### src/rtl/fir_cfg_ctrl_if.sv
// Pin-side configuration inputs and FIR-side control outputs of fir_cfg_ctrl.
// The master drives the slow coefficient pins; the slave is the controller.
interface fir_cfg_ctrl_if #(
    parameter int N_TAPS  = 10,
    parameter int BW_COEF = 4
);
    logic                        cfg_mode;
    logic                        cfg_stb;
    logic [BW_COEF-1:0]          cfg_data;
    logic [N_TAPS*BW_COEF-1:0]   coef;
    logic                        fir_clr;
    logic                        fir_en;
    logic                        cfg_done;
    logic [1:0]                  state;

    modport master (
        output cfg_mode, cfg_stb, cfg_data,
        input  coef, fir_clr, fir_en, cfg_done, state
    );

    modport slave (
        input  cfg_mode, cfg_stb, cfg_data,
        output coef, fir_clr, fir_en, cfg_done, state
    );
endinterface

### src/rtl/fir_cfg_ctrl.sv
// Coefficient loader and flush/sample-enable sequencer for the FIR datapath.
//   state | meaning
//   IDLE  | waiting for a configuration request
//   LOAD  | writing one coefficient per strobe rising edge
//   FLUSH | clearing the FIR delay line for N_TAPS cycles
//   RUN   | issuing one fir_en pulse every DIV cycles
module fir_cfg_ctrl #(
    parameter int N_TAPS  = 10,
    parameter int BW_COEF = 4,
    parameter int DIV     = 4
) (
    input  logic          clk,
    input  logic          rst,
    fir_cfg_ctrl_if.slave bus
);
    localparam int IDX_W = (N_TAPS > 1) ? $clog2(N_TAPS) : 1;
    localparam int DIV_W = $clog2(DIV);
    localparam logic [IDX_W-1:0] LAST_TAP = IDX_W'(N_TAPS - 1);
    localparam logic [DIV_W-1:0] LAST_DIV = DIV_W'(DIV - 1);

    typedef enum logic [1:0] {
        IDLE  = 2'b00,
        LOAD  = 2'b01,
        FLUSH = 2'b10,
        RUN   = 2'b11
    } state_t;

    state_t                      state_q;
    state_t                      state_d;
    logic                        mode_s1;
    logic                        mode_s;
    logic                        stb_s1;
    logic                        stb_s2;
    logic                        stb_s3;
    logic                        wr;
    logic                        load_write;
    logic                        load_entry;
    logic [N_TAPS*BW_COEF-1:0]   coef_q;
    logic [IDX_W-1:0]            idx;
    logic                        done_q;
    logic                        done_d;
    logic [IDX_W-1:0]            flush_cnt;
    logic [DIV_W-1:0]            div_cnt;

    always_ff @(posedge clk or posedge rst) begin
        if (rst) begin
            mode_s1 <= 1'b0;
            mode_s  <= 1'b0;
            stb_s1  <= 1'b0;
            stb_s2  <= 1'b0;
            stb_s3  <= 1'b0;
        end else begin
            mode_s1 <= bus.cfg_mode;
            mode_s  <= mode_s1;
            stb_s1  <= bus.cfg_stb;
            stb_s2  <= stb_s1;
            stb_s3  <= stb_s2;
        end
    end

    // One pulse per strobe rising edge, independent of how long it is held.
    assign wr         = stb_s2 & ~stb_s3;
    assign load_write = (state_q == LOAD) && wr;
    // A write landing on the mode fall still decides FLUSH versus IDLE.
    assign done_d     = done_q | (load_write && (idx == LAST_TAP));
    assign load_entry = (state_d == LOAD) && (state_q != LOAD);

    always_comb begin
        state_d = state_q;
        case (state_q)
            IDLE: begin
                if (mode_s)
                    state_d = LOAD;
                else if (done_q)
                    state_d = FLUSH;
            end
            LOAD: begin
                if (!mode_s)
                    state_d = done_d ? FLUSH : IDLE;
            end
            FLUSH: begin
                if (mode_s)
                    state_d = LOAD;
                else if (flush_cnt == LAST_TAP)
                    state_d = RUN;
            end
            RUN: begin
                if (mode_s)
                    state_d = LOAD;
            end
            default: state_d = IDLE;
        endcase
    end

    always_ff @(posedge clk or posedge rst) begin
        if (rst)
            state_q <= IDLE;
        else
            state_q <= state_d;
    end

    always_ff @(posedge clk or posedge rst) begin
        if (rst) begin
            coef_q <= '0;
            idx    <= '0;
            done_q <= 1'b0;
        end else if (load_entry) begin
            idx    <= '0;
            done_q <= 1'b0;
        end else if (load_write) begin
            for (int k = 0; k < N_TAPS; k++) begin
                if (idx == IDX_W'(k))
                    coef_q[k*BW_COEF +: BW_COEF] <= bus.cfg_data;
            end
            idx    <= (idx == LAST_TAP) ? '0 : idx + 1'b1;
            done_q <= done_d;
        end
    end

    // Counters rest at zero outside their state, so each entry starts from 0.
    always_ff @(posedge clk or posedge rst) begin
        if (rst) begin
            flush_cnt <= '0;
            div_cnt   <= '0;
        end else begin
            flush_cnt <= (state_q == FLUSH && state_d == FLUSH) ? flush_cnt + 1'b1 : '0;
            if (state_q == RUN && state_d == RUN)
                div_cnt <= (div_cnt == LAST_DIV) ? '0 : div_cnt + 1'b1;
            else
                div_cnt <= '0;
        end
    end

    assign bus.coef     = coef_q;
    assign bus.fir_clr  = (state_q == FLUSH);
    assign bus.fir_en   = (state_q == RUN) && (div_cnt == LAST_DIV);
    assign bus.cfg_done = done_q;
    assign bus.state    = state_q;
endmodule

### src/flat_wrapper.sv
// flat-port wrapper written by rule: the top's interface ports become plain ports
module fir_cfg_ctrl_flat 
#(
    parameter int N_TAPS  = 10,
    parameter int BW_COEF = 4,
    parameter int DIV     = 4
)
  (clk, rst, bus_cfg_mode, bus_cfg_stb, bus_cfg_data, bus_coef, bus_fir_clr, bus_fir_en, bus_cfg_done, bus_state);
  fir_cfg_ctrl_if #(.N_TAPS(N_TAPS), .BW_COEF(BW_COEF)) bus_i ();
  input  logic clk;
  input  logic rst;
  input wire logic [$bits(bus_i.cfg_mode)-1:0] bus_cfg_mode;
  input wire logic [$bits(bus_i.cfg_stb)-1:0] bus_cfg_stb;
  input wire logic [$bits(bus_i.cfg_data)-1:0] bus_cfg_data;
  output wire logic [$bits(bus_i.coef)-1:0] bus_coef;
  output wire logic [$bits(bus_i.fir_clr)-1:0] bus_fir_clr;
  output wire logic [$bits(bus_i.fir_en)-1:0] bus_fir_en;
  output wire logic [$bits(bus_i.cfg_done)-1:0] bus_cfg_done;
  output wire logic [$bits(bus_i.state)-1:0] bus_state;
  assign bus_i.cfg_mode = bus_cfg_mode;
  assign bus_i.cfg_stb = bus_cfg_stb;
  assign bus_i.cfg_data = bus_cfg_data;
  assign bus_coef = bus_i.coef;
  assign bus_fir_clr = bus_i.fir_clr;
  assign bus_fir_en = bus_i.fir_en;
  assign bus_cfg_done = bus_i.cfg_done;
  assign bus_state = bus_i.state;
  fir_cfg_ctrl #(.N_TAPS(N_TAPS), .BW_COEF(BW_COEF), .DIV(DIV)) u_core (.clk(clk), .rst(rst), .bus(bus_i));
endmodule
### config.mk
export PLATFORM = sky130hd
export DESIGN_NAME = fir_cfg_ctrl_flat
export DESIGN_NICKNAME = d
export VERILOG_FILES = /design/src/rtl/fir_cfg_ctrl_if.sv /design/src/rtl/fir_cfg_ctrl.sv /design/src/flat_wrapper.sv
export SDC_FILE = /design/constraint.sdc
export NUM_CORES = 1
export LEC_CHECK = 0
export ABC_AREA = 1
export BUFFER_PORTS_ARGS = -buffer_cell sky130_fd_sc_hd__buf_2
export CAP_MARGIN = 5
export CORE_MARGIN = 5
export CORE_UTILIZATION = 48
export DETAILED_ROUTE_END_ITERATION = 8
export PLACE_DENSITY = 0.72
export SETUP_SLACK_MARGIN = 0.5
export SYNTH_ARGS = -nofsm -noshare
export SYNTH_HDL_FRONTEND = slang
export SYNTH_SLANG_ARGS = --single-unit
### constraint.sdc
create_clock -name clk -period 1.96 [get_ports clk]
set_input_delay 0.098 -clock clk [delete_from_list [all_inputs] [get_ports clk]]
set_output_delay 0.098 -clock clk [all_outputs]
set_load 0.05 [all_outputs]
Word-level counts from Yosys, hierarchy flattened
Index checks and enable logic that the tools add are counted.
- output and inout bits: 45
- register bits after elaboration: 58
- logic and storage cells: 80
- mux-type cells: 16
- bitwise logic cells: 4
- reduce and logical (&&, ||, !) cells: 19
- add/sub/neg operators: 3
- equality and inequality tests: 18
- operators by type and width (operator ; count):
    $reduce_and 3->1 ; 10
    $mux 2 ; 9
    $eq 4x3->1 const B ; 4
    $mux 4 ; 4
    $eq 4x4->1 const B ; 3
    $eq 2x2->1 const B ; 5
    $add 4x1->4 const B ; 2
    $eq 4x2->1 const B ; 2
    $pmux 2 s4 ; 1
    $logic_and 1x1->1 ; 6
    $eq 2x1->1 const B ; 2
    $eq 4x1->1 const B ; 1
    $logic_not 4->1 ; 1
    $add 2x1->2 const B ; 1
    $logic_not 2->1 ; 1
    $mux 1 ; 2
    $ne 2x1->1 const B ; 1
    $not 1->1 ; 2
    $reduce_bool 2->1 ; 1
    $and 1x1->1 ; 1
    $or 1x1->1 ; 1

Longest topological paths before layout
Gate-level depths: netlist of run 1.
- word-level depth: 12
- gate-level depth with buffers: 8

Worst setup path after synthesis of run 1
Ideal clock, no wire load.
- path kind: register to output
- start: register u_core.state_q[1] (netlist: u_core.bus.state[1])
- end: output port bus_fir_en
- slack: 0.380 ns
- path buffers: 0
- data required time: 1.862 ns
- cell stages (with the launch flop): 3
- arrival time: 1.482 ns
- path through: dfrtp_1 > nand2_1 > nor2_1
- cells in the longest elaborated chain, start to end: 2
- RTL lines (element ; RTL line ; RTL):
    start, declared ; fir_cfg_ctrl.sv:28 ; state_t state_q;
    start signal, assigned ; fir_cfg_ctrl.sv:99 ; state_q <= state_d;
    $eq 2x2->1 ; fir_cfg_ctrl.sv:136 ; assign bus.fir_en = (state_q == RUN) && (div_cnt == LAST_DIV);
    $logic_and 1x1->1 ; fir_cfg_ctrl.sv:136 ;
    end, declared ; flat_wrapper.sv:17 ; output wire logic [$bits(bus_i.fir_en)-1:0] bus_fir_en;
No other way between the ends.

Worst setup path in the final report of run 1
- start: register u_core.state_q[1] (netlist: u_core.bus.state[1])
- end: register u_core.flush_cnt[0]
- cells in the longest elaborated chain, start to end: 10
- RTL lines (element ; RTL line ; RTL):
    $eq 2x1->1 ; fir_cfg_ctrl.sv:63, fir_cfg_ctrl.sv:70 ;
    $logic_and 1x1->1 ; fir_cfg_ctrl.sv:63 ; assign load_write = (state_q == LOAD) && wr;
    $logic_and 1x1->1 ; fir_cfg_ctrl.sv:65 ; assign done_d = done_q | (load_write && (idx == LAST_TAP));
    $or 1x1->1 ; fir_cfg_ctrl.sv:65 ;
    $mux 2 ; fir_cfg_ctrl.sv:79 ; state_d = done_d ? FLUSH : IDLE;
    $mux 2 ; fir_cfg_ctrl.sv:78 ; if (!mode_s)
    $pmux 2 s4 ; fir_cfg_ctrl.sv:70 ; case (state_q)
    $eq 2x2->1 ; fir_cfg_ctrl.sv:126 ; flush_cnt <= (state_q == FLUSH && state_d == FLUSH) ? flush_cnt + 1'b1 : '0;
    $logic_and 1x1->1 * ; fir_cfg_ctrl.sv:126 ;
    $mux 4 * ; fir_cfg_ctrl.sv:126 ;
    end signal, assigned ; fir_cfg_ctrl.sv:126 ;
    end, declared ; fir_cfg_ctrl.sv:42 ; logic [IDX_W-1:0] flush_cnt;
Mark *: on every way between the ends. The rest lies on a longest branch, timed or not.
A chain may end at the register's enable or synchronous reset.

==> results by group, run 1 <==
Status
  – Status: complete, no violations

Clocking
  – Max clock buf depth: 2
  – CTS tree: built
  – CTS clk-pin slew, worst paths: around 0.060 ns
  – Clock tree root buffer cell: clkbuf_8
  – Clock latency at the later pin of the worst-skew pair: 0.33 ns
  – # H-tree levels: 3
  – Number of clock sinks: 58
  – Num CTS Buffers: 9

Global routing
  – Grt ovf: 0
  – Total GRT Usage: 18.62%
  – Vias in the first global route: between 1500 and 2000
  – Largest net degree at the start of global routing: 34
  – Initial antenna violation count: 0
  – First-pass GRT wire length: 8907 um

Floorplanning
  – # rows: 25
  – Core area: 4723 sq um
  – Die Ht: 79.88 um
  – Die ar.: 6380 sq um
  – Die width: 79.88 um
  – I/O pins: 53
  – Initial Utilization: 49.62%

STA
  – Pins Over Slew Limit: 0
  – Slew HR: 54.42%
  – Worst-margin pin slew: 0.6823 ns
  – Tcrit/Tclk final: between 70% and 80%
  – Setup tns final: 0 ns
  – Final Worst Setup Slack: 0.5487 ns
  – RSZ-0062 raised after global routing: yes
  – Final setup vio count: 0
  – Final clock skew: 0.006930 ns
  – WHS: 0.3475 ns
  – F_max: 708.6 MHz
  – Final hold vios: 0
  – Min cycle time layout: ~1.4 ns

Drt
  – WL/cell: 13.73 um
  – Via count: between 1500 and 2000
  – Met2 WL: 2623 um
  – Remaining antenna violation count after routing: 0
  – DR vias/cell: 4.866
  – Highest Signal Layer: met4
  – WL final: roughly 5400 um
  – DRT Pass-1 Iters: 4
  – DRT iter0 DRCs: around 100
  – Met1 wire length: 2299 um
  – DRC viols: 0
  – Met3 WL post-DR: 386 um

Critical path
  – Worst Path Required: 2.22 ns
  – CP most frequent cell: nand2_4
  – Crit path largest cell delay: ~0.44 ns
  – CP max stage cell: dfrtp_2
  – CP bufs+invs: 2
  – Cell Chain, Critical Path: inv_2 -> nand2_4 -> nor2_4 -> buf_4 -> nand2_4 -> nand2_1 -> nand3_2 -> nor2_1
  – Largest delay share family, worst path: simple AND/OR/NAND/NOR gates
  – Critical Path End Type: register
  – Worst EP arrival: about 1.7 ns
  – Largest fanout on the critical path: 11
  – WS Path Type: register to register
  – CP Launch Type: register

Logic synthesis
  – Post-synthesis sequential area ratio: between 60% and 70%
  – Ys async rst share: between 90% and 100%
  – Yosys top cell by area: dfrtp_1
  – Post-synthesis instance total: ~240
  – Commonest cells post-synth: nand2_1, dfrtp_1, o21ai_0
  – Synthesized flop and latch total: 58
  – EDFF count, synth: 0
  – Top FF cell, synth: dfrtp_1
  – Syn nets: roughly 250
  – Ys Warns: 0
  – Most frequent cell after synthesis: nand2_1
  – Yosys top cell area share: 61.93%
  – Distinct cells, synth: 23
  – Syn Area/Cell: 9.684 sq um
  – Top cells by area, synth: dfrtp_1, nand2_1, o21ai_0
  – Synthesized area: 2343 sq um

Power and ir drop
  – Pwr/cell area: 1116 nW/um^2
  – Peak supply drop: slightly above 0.7 mV
  – Leak Pwr: 1.608 nW

Final layout
  – Multi-input logic area: 827.0 sq um
  – Fillers: 385
  – Share of cells above drive strength 1: 33.84%
  – Register area: 1455 sq um
  – Layout net count: 334
  – Ant. Diodes: 0
  – Layout area overhead: 35.24%
  – Post-route insts no fill: 395

Place
  – Pre-CTS WS: 0.4251 ns
  – Detailed placement HPWL: about 3500 um
  – Inst Count DP: 362
  – Global placement routability congestion: 0.8481
  – IO Port Bufs: 52

Hold path
  – Worst Hold Class: register to register

Flow run
  – Number of max-cap violations: 0
==> layer usage <==
| layer | vias to the layer above | GRT usage (%) |
|---|---|---|
| li1 | 942 | - |
| met4 | 0 | 11.15 |
| met3 | 11 | 5.079 |
| met5 | - | 0 |
| met2 | 70 | 29.47 |
| met1 | 899 | 22.63 |
==> area by class of cell <==
| class | instances | share of cell area (%) |
|---|---|---|
| tap | 67 | 2.645 |
| inverter | 30 | 3.672 |
| clock buffer | 11 | 4.777 |
| clock inverter | 5 | 3.158 |
| sequential | 58 | 45.91 |
| multi-input combinational | 152 | 26.10 |
| timing repair buffer | 72 | 13.74 |
==> flip-flops by register name, indices dropped and copies added (netlist names) <==
signal / flops
u_core.bus.coef: 40
u_core.flush_cnt: 4
u_core.idx: 4
u_core.bus.state: 2
u_core.div_cnt: 2
u_core.bus.cfg_done: 1
u_core.mode_s: 1
u_core.mode_s1: 1
u_core.stb_s1: 1
u_core.stb_s2: 1
u_core.stb_s3: 1
==> worst reg2reg max path: cells and delay by family (launching register included) <==
kind / cells / cell delay (ns)
flops: 1 / 0.44
simple gates: 6 / 0.65
buf+inv: 2 / 0.26
==> metrics by stage <==
stage	util (%)	power [W]	area (sq um)
6_report	67.10	0.003536	3169
5_1_grt	67.10	0.003691	3169
3_5_place_dp	57.19	0.002162	2701
4_1_cts	64.69	0.003549	3055
3_3_place_gp	57.19	0.002144	2701
2_1_floorplan	-	0.001974	2351
==> timing repair <==
| action | in CTS | in global routing |
|---|---|---|
| gates resized for setup | 1 | 26 |
| hold buffers | 7 | 0 |
| endpoints found under the hold margin | 37 | 0 |
| setup endpoints to repair | 29 | 38 |
| pin swaps | 2 | 3 |
| buffers inserted | 4 | 6 |
==> path summary, 6_finish.rpt <==
| path | from | endpoint | slack (ns) | cells after the start |
|---|---|---|---|---|
| min in group asynchronous | rst | u_core.stb_s1 | 0.42 | 3 |
| setup reg to reg | u_core.bus.state[1] | u_core.flush_cnt[0] | 0.55 | 8 |
| hold / removal | u_core.mode_s1 | u_core.mode_s | 0.35 | 0 |
| hold reg to reg | u_core.mode_s1 | u_core.mode_s | 0.35 | 0 |
| max in group asynchronous | rst | u_core.bus.coef[3] | 0.92 | 4 |
| setup / recovery | u_core.bus.state[1] | u_core.flush_cnt[0] | 0.55 | 8 |
==> cell families after synthesis <==
group / after synthesis / synth area share (%)
buf+inv: 32 / 5.499
fa+ha+maj: 3 / 1.602
flops: 58 / 61.93
xor+xnor: 2 / 0.7476
compound gates: 46 / 9.824
simple gates: 101 / 20.39
==> power by group <==
group          leakage, nW  switching, W  internal (W)
Sequential           0.637     0.0000720       0.00132
Combinational        0.842      0.000601      0.000171
Clock                0.129      0.000463      0.000909
==> layout by cell type (no fill, tap or decap), types with 7 or more instances in the layout <==
cell type,instances
o21ai_1,15
dlygate4sd3_1,7
nor2_1,10
o21ai_0,29
buf_4,11
buf_2,52
clkbuf_8,11
nand2_1,56
nand2_2,8
inv_1,27
dfrtp_1,55
(Power assumes the default switching activity.)
==> run 2: changes to the inputs <==
--- a/config.mk
+++ b/config.mk
@@ -5,13 +5,13 @@
 export SDC_FILE = /design/constraint.sdc
 export NUM_CORES = 1
 export LEC_CHECK = 0
-export ABC_AREA = 1
+export ABC_AREA = 0
 export BUFFER_PORTS_ARGS = -buffer_cell sky130_fd_sc_hd__buf_2
 export CAP_MARGIN = 5
 export CORE_MARGIN = 5
 export CORE_UTILIZATION = 48
 export DETAILED_ROUTE_END_ITERATION = 8
-export PLACE_DENSITY = 0.72
+export PLACE_DENSITY = 0.75
 export SETUP_SLACK_MARGIN = 0.5
 export SYNTH_ARGS = -nofsm -noshare
 export SYNTH_HDL_FRONTEND = slang
==> constraint.sdc (replaced) <==
create_clock -name clk -period 1.25 [get_ports clk]
set_input_delay 0.0625 -clock clk [delete_from_list [all_inputs] [get_ports clk]]
set_output_delay 0.0625 -clock clk [all_outputs]
set_load 0.05 [all_outputs]
==> run 2 against run 1 <==
Against the previous run:
- the flow now finishes with violations (negative hold slack, negative setup slack)
- combinational power increased by 81%
- clock skew about the same
- synthesized area increased by 3.7%
- power increased by 42%
- hold slack got worse by 0.62 ns
- critical path type unchanged
==> results by group, run 2 <==
Status
  – Status: finished, violations left (was complete, no violations)
  – Failing checks: negative hold slack, negative setup slack

Clocking
  – Number of clock sinks: 58 (unchanged)
  – # H-tree levels: 3 (unchanged)
  – CTS clk-pin slew, worst paths: 0.06 ns (about the same)
  – Num CTS Buffers: 9 (unchanged)
  – Clock tree root buffer cell: clkbuf_8 (unchanged)
  – Max clock buf depth: 2 (unchanged)
  – CTS Hold Bufs: 2 (was 7)
  – CTS tree: built (unchanged)
  – Clock latency at the later pin of the worst-skew pair: 0.32 ns (was 0.33 ns)

Critical path
  – CP Launch Type: register (unchanged)
  – R2R depth: 3 (was 8)
  – Worst Path Required: 1.46 ns (was 2.22 ns)
  – Worst EP arrival: 1.67 ns (about the same)
  – Largest fanout on the critical path: 6 (was 11)
  – WS Path Type: register to register (unchanged)
  – Critical Path End Type: register (unchanged)

STA
  – WHS: -0.2691 ns (was 0.3475 ns)
  – Final Worst Setup Slack: -0.2186 ns (was 0.5487 ns)
  – Setup tns final: -9.018 ns (was 0 ns)
  – Final setup vio count: 53 (was 0)
  – F_max: 680.9 MHz (was 708.6 MHz)
  – Min cycle time layout: 1.469 ns (was 1.411 ns)
  – Worst-margin pin slew: 0.4011 ns (was 0.6823 ns)
  – Tcrit/Tclk final: 117.5% (was 72.01%)
  – Final clock skew: 0.007123 ns (was 0.006930 ns)
  – RSZ-0062 raised after global routing: yes (unchanged)
  – Final hold vios: 15 (was 0)
  – Slew HR: 73.21% (was 54.42%)
  – Pins Over Slew Limit: 0 (unchanged)

Logic synthesis
  – Ys async rst share: 100.0% (unchanged)
  – Post-synthesis sequential area ratio: 59.70% (was 61.93%)
  – Yosys top cell area share: 59.70% (was 61.93%)
  – Synthesized flop and latch total: 58 (unchanged)
  – Commonest cells post-synth: dfrtp_1, mux2_2, nand3_4, nor2_1, inv_1 (was nand2_1, dfrtp_1, o21ai_0)
  – Most frequent cell after synthesis: dfrtp_1 (was nand2_1)
  – Ys Warns: 0 (unchanged)
  – Yosys top cell by area: dfrtp_1 (unchanged)
  – Synthesized area: 2431 sq um (was 2343 sq um)
  – Top cells by area, synth: dfrtp_1, mux2_2, nand3_4 (was dfrtp_1, nand2_1, o21ai_0)
  – Syn Area/Cell: 14.82 sq um (was 9.684 sq um)
  – Syn nets: 175 (was 253)
  – Distinct cells, synth: 38 (was 23)
  – Top FF cell, synth: dfrtp_1 (unchanged)
  – EDFF count, synth: 0 (unchanged)
  – Post-synthesis instance total: 164 (was 242)

Floorplanning
  – # rows: 26 (was 25)
  – Initial Utilization: 48.53% (was 49.62%)
  – Die ar.: 6588 sq um (was 6380 sq um)
  – Die Ht: 81.17 um (was 79.88 um)
  – Core area: 5010 sq um (was 4723 sq um)
  – I/O pins: 53 (unchanged)
  – Die width: 81.17 um (was 79.88 um)

Place
  – IO Port Bufs: 52 (unchanged)
  – Inst Count DP: 306 (was 362)
  – Placed cell area: 2952 sq um (was 2701 sq um)
  – Global placement routability congestion: 0.8266 (was 0.8481)
  – Detailed placement HPWL: 3532 um (was 3489 um)

Drt
  – DR vias/cell: 5.006 (was 4.866)
  – Remaining antenna violation count after routing: 0 (unchanged)
  – WL final: 5720 um (was 5425 um)
  – DRT Pass-1 Iters: 4 (unchanged)
  – Via count: 1722 (was 1922)
  – WL/cell: 16.63 um (was 13.73 um)
  – DRT iter0 DRCs: 88 (was 102)
  – DRC viols: 0 (unchanged)

Final layout
  – Ant. Diodes: 0 (unchanged)
  – Layout area overhead: 51.26% (was 35.24%)
  – Final instance area: 3677 sq um (was 3169 sq um)
  – Layout Utilization: 73.40% (was 67.10%)
  – Layout net count: 282 (was 334)
  – Max FFs per register: 40 (unchanged)
  – Share of cells above drive strength 1: 66.06% (was 33.84%)
  – Commonest non-fill, non-tap cell in the layout: dfrtp_1 (was nand2_1)
  – Post-route insts no fill: 344 (was 395)
  – Highest-count cells in the layout ignoring fill and taps: dfrtp_1, buf_6, buf_4 (was nand2_1, dfrtp_1, buf_2)
  – Fillers: 329 (was 385)

Power and ir drop
  – Pwr Total: 0.005007 W (was 0.003536 W)
  – Pwr/cell area: 1362 nW/um^2 (was 1116 nW/um^2)
  – Leak Pwr: 1.680 nW (was 1.608 nW)
  – Internal power: 0.003355 W (was 0.002400 W)
  – Combinational fraction of design power: 28.1% (was 21.8%)
  – Peak supply drop: 1.458 mV (was 0.7145 mV)
  – Switching Share: 32.99% (was 32.12%)
  – Flop pwr share: 43.8% (was 39.4%)
  – Clock share of power: 28.1% (was 38.8%)
  – Sw Pwr: 0.001652 W (was 0.001136 W)

Global routing
  – Initial antenna violation count: 0 (unchanged)
  – Vias in the first global route: 1878 (was 1968)
  – Total GRT Usage: 18.80% (was 18.62%)
  – First-pass GRT wire length: 9197 um (was 8907 um)
  – Largest net degree at the start of global routing: 28 (was 34)
  – Grt ovf: 0 (unchanged)

Flow run
  – Number of max-cap violations: 0 (unchanged)

Hold path
  – Worst Hold Class: primary input to async pin (was register to register)
-- run 2: cell types whose count changed in the layout (fill, tap and decap cells not counted), moves of 5 or more --
cell / change
buf_2: -45
buf_4: +31
buf_6: +45
dlygate4sd3_1: -5
inv_1: -24
mux2_2: +33
mux2_4: +7
nand2_1: -54
nand2_2: -7
nand3_4: +6
nor2_1: -9
o21ai_0: -27
o21ai_1: -14
-- run 2: logic make-up (layout without fill, tap and decap cells) --
logic type      Yosys count  in the layout  synth area share [%]
fa+ha+maj                 3              3                 1.544
buf+inv                  11            121                 3.552
xor+xnor                  2              2                0.7207
simple gates             39             39                 13.23
flops                    58             58                 59.70
compound gates           11             11                 2.728
mux                      40             40                 18.53
-- run 2: area by class of cell --
| class | instances | area (sq um) | share of cell area [%] |
|---|---|---|---|
| clock buffers | 14 | 152.6 | 4.151 |
| inverters | 5 | 25.02 | 0.6805 |
| multi-input cells | 95 | 993.5 | 27.02 |
| flip-flops and latches | 58 | 1454 | 39.54 |
| well taps | 70 | 87.58 | 2.382 |
| repair buffers | 102 | 964.7 | 26.23 |
-- run 2: final timing paths --
check,start,to,slack (ns)
setup / recovery,u_core.bus.state[1],u_core.bus.coef[28],-0.22
hold / removal,rst,u_core.div_cnt[1],-0.27
setup reg to reg,u_core.bus.state[1],u_core.bus.coef[28],-0.22
hold reg to reg,u_core.mode_s1,u_core.mode_s,0.35
max in group asynchronous,rst,u_core.bus.coef[25],0.99
min in group clk,bus_cfg_data[1],u_core.bus.coef[29],0.15
-- run 2: metrics by stage --
stage	setup slack, ns	hold slack, ns
2_1_floorplan	-0.3666	0.09393
3_3_place_gp	-0.2567	0.07494
3_5_place_dp	-0.3043	0.07926
4_1_cts	-0.2108	-0.2762
5_1_grt	-0.2498	-0.2643
6_report	-0.2186	-0.2691
-- run 2: worst max-delay path: stages (launching register included) --
cell	delay, ns
dfrtp_2	0.41
and4bb_4	0.36
and4_4	0.28
mux2_4	0.31
-- run 2: power by group through the flow --
stage	Clock, W	Sequential [W]	Combinational [W]
2_1_floorplan	0	0.00275	0.000276
3_3_place_gp	0	0.00218	0.00113
3_5_place_dp	0	0.00218	0.00115
4_1_cts	0.00143	0.00219	0.00137
5_1_grt	0.00154	0.00222	0.00147
6_report	0.00141	0.00219	0.00140
-- run 2: layer usage --
layer	GRT usage, %	share of wire (%)	up-vias
met5	0	0	-
met4	4.054	0.89	0
met3	7.428	5.8	6
met2	32.18	53	53
met1	22.37	40	872
li1	-	-	791
-- run 2: repair_timing --
| action | in CTS | in global routing |
|---|---|---|
| setup endpoints to repair | 98 | 98 |
| resized for setup | 112 | 10 |
| endpoints found under the hold margin | 17 | 15 |
| pin swaps | 5 | 2 |
| setup buffers | 13 | 9 |
==> run 3: changes to the inputs <==
--- a/config.mk
+++ b/config.mk
@@ -11,7 +11,7 @@
 export CORE_MARGIN = 5
 export CORE_UTILIZATION = 48
 export DETAILED_ROUTE_END_ITERATION = 8
-export PLACE_DENSITY = 0.75
+export PLACE_DENSITY_LB_ADDON = 0.08
 export SETUP_SLACK_MARGIN = 0.5
 export SYNTH_ARGS = -nofsm -noshare
 export SYNTH_HDL_FRONTEND = slang
==> constraint.sdc (replaced) <==
create_clock -name clk -period 1.25 [get_ports clk]
set_input_delay 0.0625 -clock clk [delete_from_list [all_inputs] [get_ports clk]]
set_output_delay 0.0625 -clock clk [all_outputs]
set_load 0.01 [all_outputs]
==> run 3 against run 2 <==
Against the previous run:
- the flow finishes with violations (negative setup slack)
- highest routed layer unchanged
- combinational power down 48%
- sequential power down 2%
- global-route usage up 1.1 points
- clock power up 4%
==> results by group, run 3 (synthesis gave the netlist of run 2 again) <==
Status
  – Status: finished, violations left (unchanged)
  – Failing checks: negative setup slack (was negative hold slack, negative setup slack)

Critical path
  – Critical Path End Type: register (unchanged)
  – WS Path Type: register to register (unchanged)
  – Reg-to-reg endpoint: u_core.bus.coef[20] (was u_core.bus.coef[28])
  – CP max stage cell: and4bb_4 (was dfrtp_2)
  – Worst Path Required: 1.47 ns (was 1.46 ns)
  – Reg2reg start: u_core.stb_s3 (was u_core.bus.state[1])
  – Cell Chain, Critical Path: and4bb_4 -> buf_4 -> nand3_4 -> mux2_4 (was and4bb_4 -> and4_4 -> mux2_4)
  – R2R depth: 4 (was 3)
  – Crit path largest cell delay: 0.39 ns (was 0.41 ns)
  – Largest fanout on the critical path: 6 (unchanged)
  – Largest delay share family, worst path: simple AND/OR/NAND/NOR gates (unchanged)
  – CP Launch Type: register (unchanged)
  – Crit path from: u_core.stb_s3 (was u_core.bus.state[1])
  – Worst EP arrival: 1.72 ns (was 1.67 ns)
  – CP bufs+invs: 1 (was 0)
  – Setup slack, reg-to-reg: -0.25 ns (was -0.22 ns)

Final layout
  – Share of cells above drive strength 1: 68.28% (was 66.06%)
  – Layout Utilization: 68.81% (was 73.40%)
  – Layout net count: 274 (was 282)
  – Max FFs per register: 40 (unchanged)
  – Post-route insts no fill: 338 (was 344)
  – Commonest non-fill, non-tap cell in the layout: dfrtp_1 (unchanged)
  – Layout area overhead: 41.79% (was 51.26%)
  – Ant. Diodes: 0 (unchanged)
  – Highest-count cells in the layout ignoring fill and taps: dfrtp_1, buf_2, mux2_2 (was dfrtp_1, buf_6, buf_4)
  – Fillers: 389 (was 329)

Global routing
  – Initial antenna violation count: 0 (unchanged)
  – Total GRT Usage: 19.91% (was 18.80%)
  – First-pass GRT wire length: 9446 um (was 9197 um)
  – Largest net degree at the start of global routing: 59 (was 28)
  – Vias in the first global route: 1887 (was 1878)
  – Grt ovf: 0 (unchanged)

Drt
  – Remaining antenna violation count after routing: 0 (unchanged)
  – DRC viols: 0 (unchanged)
  – WL final: 5556 um (was 5720 um)
  – DR vias/cell: 4.852 (was 5.006)
  – DRT Pass-1 Iters: 4 (unchanged)
  – Via count: 1640 (was 1722)
  – DRT iter0 DRCs: 62 (was 88)
  – WL/cell: 16.44 um (was 16.63 um)

Hold path
  – Worst-case hold path end point: u_core.bus.coef[34]
  – WHS Path Cells: 2
  – Worst Hold Class: primary input to register (was primary input to async pin)
  – Hold Startpoint: bus_cfg_data[2]

Clocking
  – CTS tree: built (unchanged)
  – # H-tree levels: 3 (unchanged)
  – Max clock buf depth: 2 (unchanged)
  – Num CTS Buffers: 9 (unchanged)
  – Clock tree root buffer cell: clkbuf_8 (unchanged)
  – Clock latency at the later pin of the worst-skew pair: 0.34 ns (was 0.32 ns)
  – CTS clk-pin slew, worst paths: 0.07 ns (was 0.06 ns)
  – Number of clock sinks: 58 (unchanged)

Floorplanning
  – Core area: 5010 sq um (unchanged)
  – Die Ht: 81.17 um (unchanged)
  – Initial Utilization: 48.53% (unchanged)
  – Die ar.: 6588 sq um (unchanged)
  – Die width: 81.17 um (unchanged)
  – # rows: 26 (unchanged)
  – I/O pins: 53 (unchanged)

Place
  – Global placement routability congestion: 0.8387 (was 0.8266)
  – IO Port Bufs: 52 (unchanged)
  – Detailed placement HPWL: 3912 um (was 3532 um)
  – Inst Count DP: 304 (was 306)

Power and ir drop
  – Leak Pwr: 1.595 nW (was 1.680 nW)
  – Peak supply drop: 1.137 mV (was 1.458 mV)
  – Pwr/cell area: 1262 nW/um^2 (was 1362 nW/um^2)

Flow run
  – Number of max-cap violations: 0 (unchanged)

STA
  – Slew HR: 66.11% (was 73.21%)
  – Final setup vio count: 51 (was 53)
  – RSZ-0062 raised after global routing: yes (unchanged)
  – Final clock skew: 0.008029 ns (was 0.007123 ns)
  – Final hold vios: 0 (was 15)
  – Worst-margin pin slew: 0.5064 ns (was 0.4011 ns)
  – F_max: 667.5 MHz (was 680.9 MHz)
  – Min cycle time layout: 1.498 ns (was 1.469 ns)
  – Pins Over Slew Limit: 0 (unchanged)
  – Final Worst Setup Slack: -0.2481 ns (was -0.2186 ns)
  – Tcrit/Tclk final: 119.9% (was 117.5%)
## run 3: changes by cell type in the layout (fill, tap and decap cells not counted), sizes merged
| cell | before | now |
|---|---|---|
| clkbuf | 14 | 11 |
| buf | 100 | 91 |
| clkinvlp | 1 | 3 |
| dlygate4sd3 | 2 | 3 |
| clkinv | 0 | 3 |
## run 3: routing by layer
metal  global-route usage, %  up-vias  share of wire (%)
li1                        -      783                  -
met5                       0        -                  0
met3                   8.204        5                4.3
met1                   22.35      817                 42
met2                   34.48       35                 53
met4                   6.081        0               0.77
## run 3: power breakdown
part	internal [W]	leakage [nW]	total, W	switching, W
registers	0.00206	0.707	0.00215	0.0000980
clock network	0.000761	0.0851	0.00147	0.000712
logic	0.000378	0.802	0.000725	0.000347
total	0.00319	1.59	0.00435	0.00116
## run 3: cell type report
class	count	area, sq um	area share (%)
clock buffer	11	141.4	4.102
clock inverter	5	30.03	0.8711
inverter	5	25.02	0.7260
multi-input combinational	95	1027	29.80
sequential	58	1455	42.21
tap	70	87.58	2.541
timing repair buffer	94	680.7	19.75
## run 3: how the worst max path moves through the flow
| stage | to | slack (ns) | cells after the start |
|---|---|---|---|
| CTS | u_core.bus.coef[29] | -0.24 | 3 |
| detailed placement | u_core.idx[1] | -0.33 | 4 |
| floorplan | u_core.bus.coef[28] | -0.22 | 3 |
| finish | u_core.bus.coef[20] | -0.25 | 4 |
| global placement | u_core.idx[1] | -0.27 | 4 |
| global route | u_core.bus.coef[19] | -0.28 | 4 |
## run 3: timing repair
action / 4_1_cts / 5_1_grt
pin swaps: 3 / 2
endpoints found under the hold margin: 60 / 0
setup endpoints to repair: 98 / 98
hold buffers: 3 / 0
gates resized for setup: 24 / 17
setup buffers: 13 / 2
## run 3: through the flow
stage	area (sq um)	hold slack (ns)	total power, W	setup TNS [ns]	worst slack (ns)
after floorplan	2470	0.09393	0.002532	-7.072	-0.2203
after global placement	2955	0.1535	0.002795	-7.646	-0.2720
after detailed placement	2955	0.1667	0.002821	-9.337	-0.3312
after CTS	3356	0.1469	0.004353	-9.492	-0.2435
after global routing	3447	0.1528	0.004596	-11.85	-0.2788
final	3447	0.1591	0.004351	-9.525	-0.2481
